$ cat src/rtl/aes_round_sched.sv
// Iterative AES round sequencer: initial AddRoundKey, then NR passes through a shared
// external round datapath with per-round key fetch, returning the ciphertext on valid/ready.
module aes_round_sched #(
    parameter int DATA_LEN = 128,
    parameter int NR       = 10,
    parameter int TIMEOUT  = 64
) (
    input  logic                clk,
    input  logic                reset,
    input  logic                in_valid,
    output logic                in_ready,
    input  logic [DATA_LEN-1:0] in_data,
    output logic [3:0]          key_idx,
    input  logic [DATA_LEN-1:0] key_data,
    output logic                rnd_valid_in,
    output logic [DATA_LEN-1:0] rnd_data_in,
    output logic                rnd_key_valid,
    output logic [DATA_LEN-1:0] rnd_key,
    output logic                rnd_final,
    input  logic                rnd_valid_out,
    input  logic [DATA_LEN-1:0] rnd_data_out,
    output logic                out_valid,
    input  logic                out_ready,
    output logic [DATA_LEN-1:0] out_data,
    output logic                busy,
    output logic                err_timeout,
    output logic                err_spurious
);

    localparam int WCNT_W = (TIMEOUT > 1) ? $clog2(TIMEOUT) : 1;

    localparam logic [1:0] IDLE  = 2'd0;
    localparam logic [1:0] ISSUE = 2'd1;
    localparam logic [1:0] WAIT  = 2'd2;
    localparam logic [1:0] DONE  = 2'd3;

    localparam logic [3:0]        LAST_ROUND = 4'(NR);
    localparam logic [WCNT_W-1:0] WCNT_LAST  = WCNT_W'(TIMEOUT - 1);

    logic [1:0]          state;
    logic [DATA_LEN-1:0] state_reg;
    logic [3:0]          rcnt;
    logic [WCNT_W-1:0]   wcnt;

    // NOTE: state_reg is reset too because it is visible on out_data/rnd_data_in,
    // which must read zero straight out of reset.
    always_ff @(posedge clk) begin
        if (reset) begin
            state        <= IDLE;
            state_reg    <= '0;
            rcnt         <= 4'd1;
            wcnt         <= '0;
            err_timeout  <= 1'b0;
            err_spurious <= 1'b0;
        end else begin
            // A round result is only meaningful while a launch is outstanding.
            if (rnd_valid_out && (state != WAIT))
                err_spurious <= 1'b1;

            case (state)
                IDLE: begin
                    if (in_valid) begin
                        state_reg <= in_data ^ key_data;
                        rcnt      <= 4'd1;
                        state     <= ISSUE;
                    end
                end
                ISSUE: begin
                    wcnt  <= '0;
                    state <= WAIT;
                end
                WAIT: begin
                    // A result arriving on the expiry cycle still wins over the timeout.
                    if (rnd_valid_out) begin
                        state_reg <= rnd_data_out;
                        if (rcnt == LAST_ROUND) begin
                            state <= DONE;
                        end else begin
                            rcnt  <= rcnt + 4'd1;
                            state <= ISSUE;
                        end
                    end else if (wcnt == WCNT_LAST) begin
                        err_timeout <= 1'b1;
                        state       <= IDLE;
                    end else begin
                        wcnt <= wcnt + 1'b1;
                    end
                end
                DONE: begin
                    if (out_ready)
                        state <= IDLE;
                end
                default: state <= IDLE;
            endcase
        end
    end

    assign in_ready      = (state == IDLE);
    assign busy          = (state != IDLE);
    assign rnd_valid_in  = (state == ISSUE);
    assign rnd_key_valid = rnd_valid_in;
    assign rnd_final     = rnd_valid_in && (rcnt == LAST_ROUND);
    assign key_idx       = rnd_valid_in ? rcnt : 4'd0;
    assign rnd_data_in   = state_reg;
    assign rnd_key       = key_data;
    assign out_valid     = (state == DONE);
    assign out_data      = state_reg;

endmodule

$ cat config.mk
export PLATFORM = sky130hd
export DESIGN_NAME = aes_round_sched
export DESIGN_NICKNAME = d
export VERILOG_FILES = /design/src/rtl/aes_round_sched.sv
export SDC_FILE = /design/constraint.sdc
export NUM_CORES = 1
export LEC_CHECK = 0
export CAP_MARGIN = 10
export CORE_AREA = 2 2 305 307
export CTS_BUF_LIST = sky130_fd_sc_hd__clkbuf_8
export CTS_CLUSTER_DIAMETER = 40
export DETAILED_ROUTE_END_ITERATION = 8
export DIE_AREA = 0 0 307 309
export GPL_ROUTABILITY_DRIVEN = 1
export PLACE_DENSITY = 0.36
export SLEW_MARGIN = 10
export SYNTH_ARGS = -nofsm -noshare
export SYNTH_HDL_FRONTEND = slang
export SYNTH_SLANG_ARGS = --single-unit
$ cat constraint.sdc
create_clock -name clk -period 1.8 [get_ports clk]
set_input_delay 0.18 -clock clk [delete_from_list [all_inputs] [get_ports clk]]
set_output_delay 0.18 -clock clk [all_outputs]
set_load 0.01 [all_outputs]
* Word-level counts from Yosys, hierarchy flattened
Index checks and enable logic that the tools add are counted.
Cells by class: $add $sub $neg 2, equality and inequality tests 13, mux-type cells 17, bitwise operators 2, reductions and logical operators 11
Operators by type and width (number):
- $mux W128 | 2
- $pmux W128 S2 | 1
- $xor A128 B128 Y128 | 1
- $mux W4 | 4
- $mux W6 | 2
- $ne A2 B2 Y1 const B | 6
- $pmux W6 S2 | 1
- $reduce_and A3 Y1 | 4
- $mux W2 | 5
- $pmux W2 S4 | 1
- $pmux W4 S2 | 1
- $add A6 B1 Y6 const B | 1
- $eq A6 B6 Y1 const B | 1
- $reduce_bool A2 Y1 | 3
- $add A4 B1 Y4 const B | 1
- $eq A2 B2 Y1 const B | 2
- $eq A4 B4 Y1 const B | 1
- $reduce_and A4 Y1 | 1
- $ne A3 B3 Y1 const B | 1
- $eq A2 B1 Y1 const B | 1
- $logic_and A1 B1 Y1 | 2
- $logic_not A2 Y1 | 1
- $ne A2 B1 Y1 const B | 1
- $not A1 Y1 | 1
Word-level totals: register bits 142, bits of input ports 389, logic and storage cells 51

* Depth between registers and ports, before layout
word-level depth 4, depth in mapped cells 9

* Least setup slack after synthesis
OpenSTA, ideal clock, no wires.
kind reg-to-reg, start point register state[0], end point register state_reg[48], in the netlist out_data[48], library setup time 0.132 ns, arrival 1.630 ns, required time 1.668 ns, slack 0.038 ns, stages on the path, launching flop included 10, clock period less this slack 1.762 ns, cells stage by stage dfxtp_1 inv_1 ha_1 nor2b_1 buf_4 or2_4 buf_6 buf_4 nand2_1 a21oi_1
Between the ends: word-level cells in the longest chain between the ends 3
RTL lines:
- start, declared | RTL line 40 | logic [1:0] state;
- start signal, assigned | RTL line 49 | state <= IDLE;
- start signal, assigned | RTL line 65 | state <= ISSUE;
- start signal, assigned | RTL line 70 | state <= WAIT;
- $eq A2 B2 Y1 / $logic_not A2 Y1 (equally long branches) | RTL line 60 | case (state)
- $ne A2 B2 Y1 (no line) / $reduce_bool A2 Y1 (equally long branches)
- $reduce_and A3 Y1 (no line)
- end signal, assigned | RTL line 63 | state_reg <= in_data ^ key_data;
- end signal, assigned | RTL line 75 | state_reg <= rnd_data_out;
- end, declared | RTL line 41 | logic [DATA_LEN-1:0] state_reg;
Several ways; a longest one is shown, not always the timed one. A chain may end at the register's enable or synchronous reset.

* Worst setup path in the final report
start point register state[1], end point register state_reg[3], in the netlist out_data[3]
Same word-level chain as after synthesis.

==> impl_metrics.json <==
{
  "vias": 10067,
  "hold_viol": 0,
  "start_util_pct": 10.3,
  "clkPwrFrac_pct": 11.7,
  "grt_pass1_vias": 10415,
  "core_um2": 91400,
  "ys.warnings.count": 0,
  "drt-initial-drc-count": 248,
  "fin_ws_ns": -0.0768,
  "endpoint": "out_data[3]",
  "rrSetupSlack_ns": -0.08,
  "critPathKind": "reg -> reg",
  "cp_cell_sequence": "inv_2 -> buf_6 -> ha_4 -> mux2i_4 -> or2_4 -> buf_6 -> buf_16 -> buf_6 -> nand2_1 -> a21oi_2",
  "slowest_stage": "dfxtp_2",
  "largest_reg_flops": 128,
  "pre_cts_slack_ns": -0.0434,
  "clkSinkCount": 142,
  "finalMaxSlewViolations": 0,
  "status": "complete, but fails checks",
  "synthesis.area_um2": 9400,
  "required_ns": 2.21,
  "violations": "negative setup slack",
  "crit_fanout": 5,
  "total_power_w": 0.0219,
  "p_seq_share_pct": 24.1,
  "drv_cap": 0,
  "ys_types": 39,
  "end_kind": "register",
  "synth_ff_type": "dfxtp_1",
  "finalCritPeriodShare_pct": 104,
  "fillers": 10094,
  "internal_power_w": 0.0128,
  "min_from": "rnd_data_out[63]",
  "clkLatencyLatePin_ns": 0.54,
  "die-area_um2": 94900,
  "worstPathArrival_ns": 2.29,
  "vias_per_cell": 3.38,
  "cts_buffer_depth": 2,
  "cp-start-kind": "register",
  "htreeDepth": 4,
  "ant_nets": 0,
  "regToRegStartpoint": "state[1]",
  "wire_per_inst_um": 18.3,
  "switching_share_pct": 41.5,
  "first_pass_iters": 4,
  "cts.clk_slew.worst_paths_ns": 0.11,
  "share_comb_of_total_power_pct": 64.2,
  "routabilityCongestion": 0.790,
  "synth_edf_count": 0,
  "grt_setup_unrepaired": "true",
  "r2r_cells": 10,
  "hold_path_class": "in -> reg",
  "row_count": 111,
  "grt_pass1_wl_um": 71000,
  "setup_viol": 56,
  "ys_ff_latch": 142,
  "finish.net_count": 2171,
  "syn_nets": 1589,
  "cp_common_cell": "buf_6",
  "synth_seq_area_share_pct": 30.2,
  "ioPinCount": 785,
  "p_switching_w": 0.00909,
  "power.leakage_nw": 6.74,
  "wl_um": 54300,
  "die_w_um": 307,
  "dieHeight_um": 309,
  "synth.avg_cell_area_um2": 7.88,
  "dp.final_hpwl_um": 42400,
  "timing.setup.tns_ns": -1.98,
  "area_growth_pct": 99.8,
  "clock_skew_ns": 0.0260,
  "fin_crit_ns": 1.88,
  "grt_max_degree": 65,
  "root_buffer": "clkbuf_8",
  "cp-startpoint": "state[1]",
  "synth.area.top_cells": "dfxtp_1 30%, buf_4 21%, xnor2_1 12%, nand2_1 10%, o211ai_1 10%",
  "ys_async_sr_fraction_pct": 0,
  "p_per_area_nw_per_um2": 1170,
  "tightest_slew_ns": 0.451,
  "antenna_found_initial": 2,
  "postSynthCellCount": 1193,
  "portBuffers": 784,
  "r2r_end": "out_data[3]",
  "cts_tree": "yes",
  "fmax_mhz": 533,
  "slew-limit-headroom_pct": 69.9,
  "irDropWorstVdd_uv": 530,
  "yosysTopAreaCellShare_pct": 30.2,
  "drc": 0,
  "numCtsBuffers": 17,
  "grt.overflow.total": 0,
  "drive_gt1_share_pct": 18.3,
  "hold_path_depth": 3,
  "hold_ws_ns": 0.293,
  "max_stage_delay_ns": 0.35,
  "grt_use_total_pct": 10.4,
  "yosysTopAreaCell": "dfxtp_1"
}
worst min path at each step:
stage	end
floorplan	err_spurious
global placement	err_spurious
detailed placement	err_spurious
CTS	out_data[97]
global route	out_data[51]
finish	out_data[63]
power groups by stage:
stage | combinational [W] | sequential [W] | clock, W
2_1_floorplan | 0.00574 | 0.00511 | 0
3_3_place_gp | 0.0115 | 0.00518 | 0
3_5_place_dp | 0.0115 | 0.00519 | 0
4_1_cts | 0.0129 | 0.00520 | 0.00284
5_1_grt | 0.0151 | 0.00543 | 0.00290
6_report | 0.0141 | 0.00529 | 0.00256
timing repair:
item,CTS,global route
hold buffers,1,0
resized for setup,133,168
pin swaps,51,74
cloned,6,7
hold endpoints to repair,7,0
setup endpoints to repair,124,163
buffers inserted,10,9
stage by stage:
stage	instance area [um^2]	cells	utilization [%]
CTS	18100	2964	19.8
global route	18800	2974	20.6
finish	18800	2975	20.6
global placement	17200	2916	18.9
floorplan	9400	1193	-
detailed placement	17200	2916	18.9
metal layers:
metal | track usage (%) | routed length, um | vias up
met5 | 0 | 13 | -
met4 | 2.10 | 360 | 2
met3 | 3.06 | 3460 | 18
met2 | 19.0 | 28300 | 407
met1 | 11.9 | 22200 | 4732
li1 | - | - | 4908
synthesized netlist by cell type, types with 2 or more instances:
library cell / n
buf_2: 12
dfxtp_1: 142
mux2i_1: 2
o21ai_0: 2
a21oi_1: 134
o211ai_1: 128
clkbuf_1: 41
nand2_1: 259
nand2b_1: 2
a31oi_1: 2
and2_1: 6
buf_6: 12
nand3_1: 5
nor3_1: 3
inv_1: 5
nor2_1: 11
ha_1: 7
buf_4: 264
xnor2_1: 130
and3_1: 4
a311oi_1: 2
nand4b_1: 2
nor2b_1: 2
layout make-up:
class                      instances  area, um^2  share of cell area, %
sequential                       142        2920                   15.5
clock inverter                    14         108                  0.573
clock buffer                      18         248                   1.32
antenna                            1        2.50                 0.0133
tap                             1186        1480                   7.90
timing repair buffer             892        9250                   49.2
multi-input combinational        716        4740                   25.3
inverter                           6        32.5                  0.173
logic make-up after synthesis:
family / share of synthesized area, %
buf+inv: 25.0
simple gates: 13.1
compound gates: 18.3
flops: 30.2
xor+xnor: 12.1
fa+ha+maj: 0.931
mux: 0.359
critical path, delay by kind of cell (launching register included):
family | cells | cell delay (ns)
simple gates | 2 | 0.42
buf+inv | 5 | 0.57
fa+ha+maj | 1 | 0.16
flops | 1 | 0.35
compound gates | 1 | 0.05
mux | 1 | 0.20
layout by cell type (no fill, tap or decap), types with 18 or more instances in the layout:
cell type / count
dfxtp_2: 47
a21oi_1: 91
buf_12: 21
dfxtp_1: 91
xnor2_1: 130
clkbuf_8: 18
buf_4: 60
a21oi_2: 43
nand2_2: 24
o211ai_1: 128
clkdlybuf4s50_1: 754
buf_6: 22
nand2_4: 30
nand2_1: 205
Power figures use the tool's default switching activity.
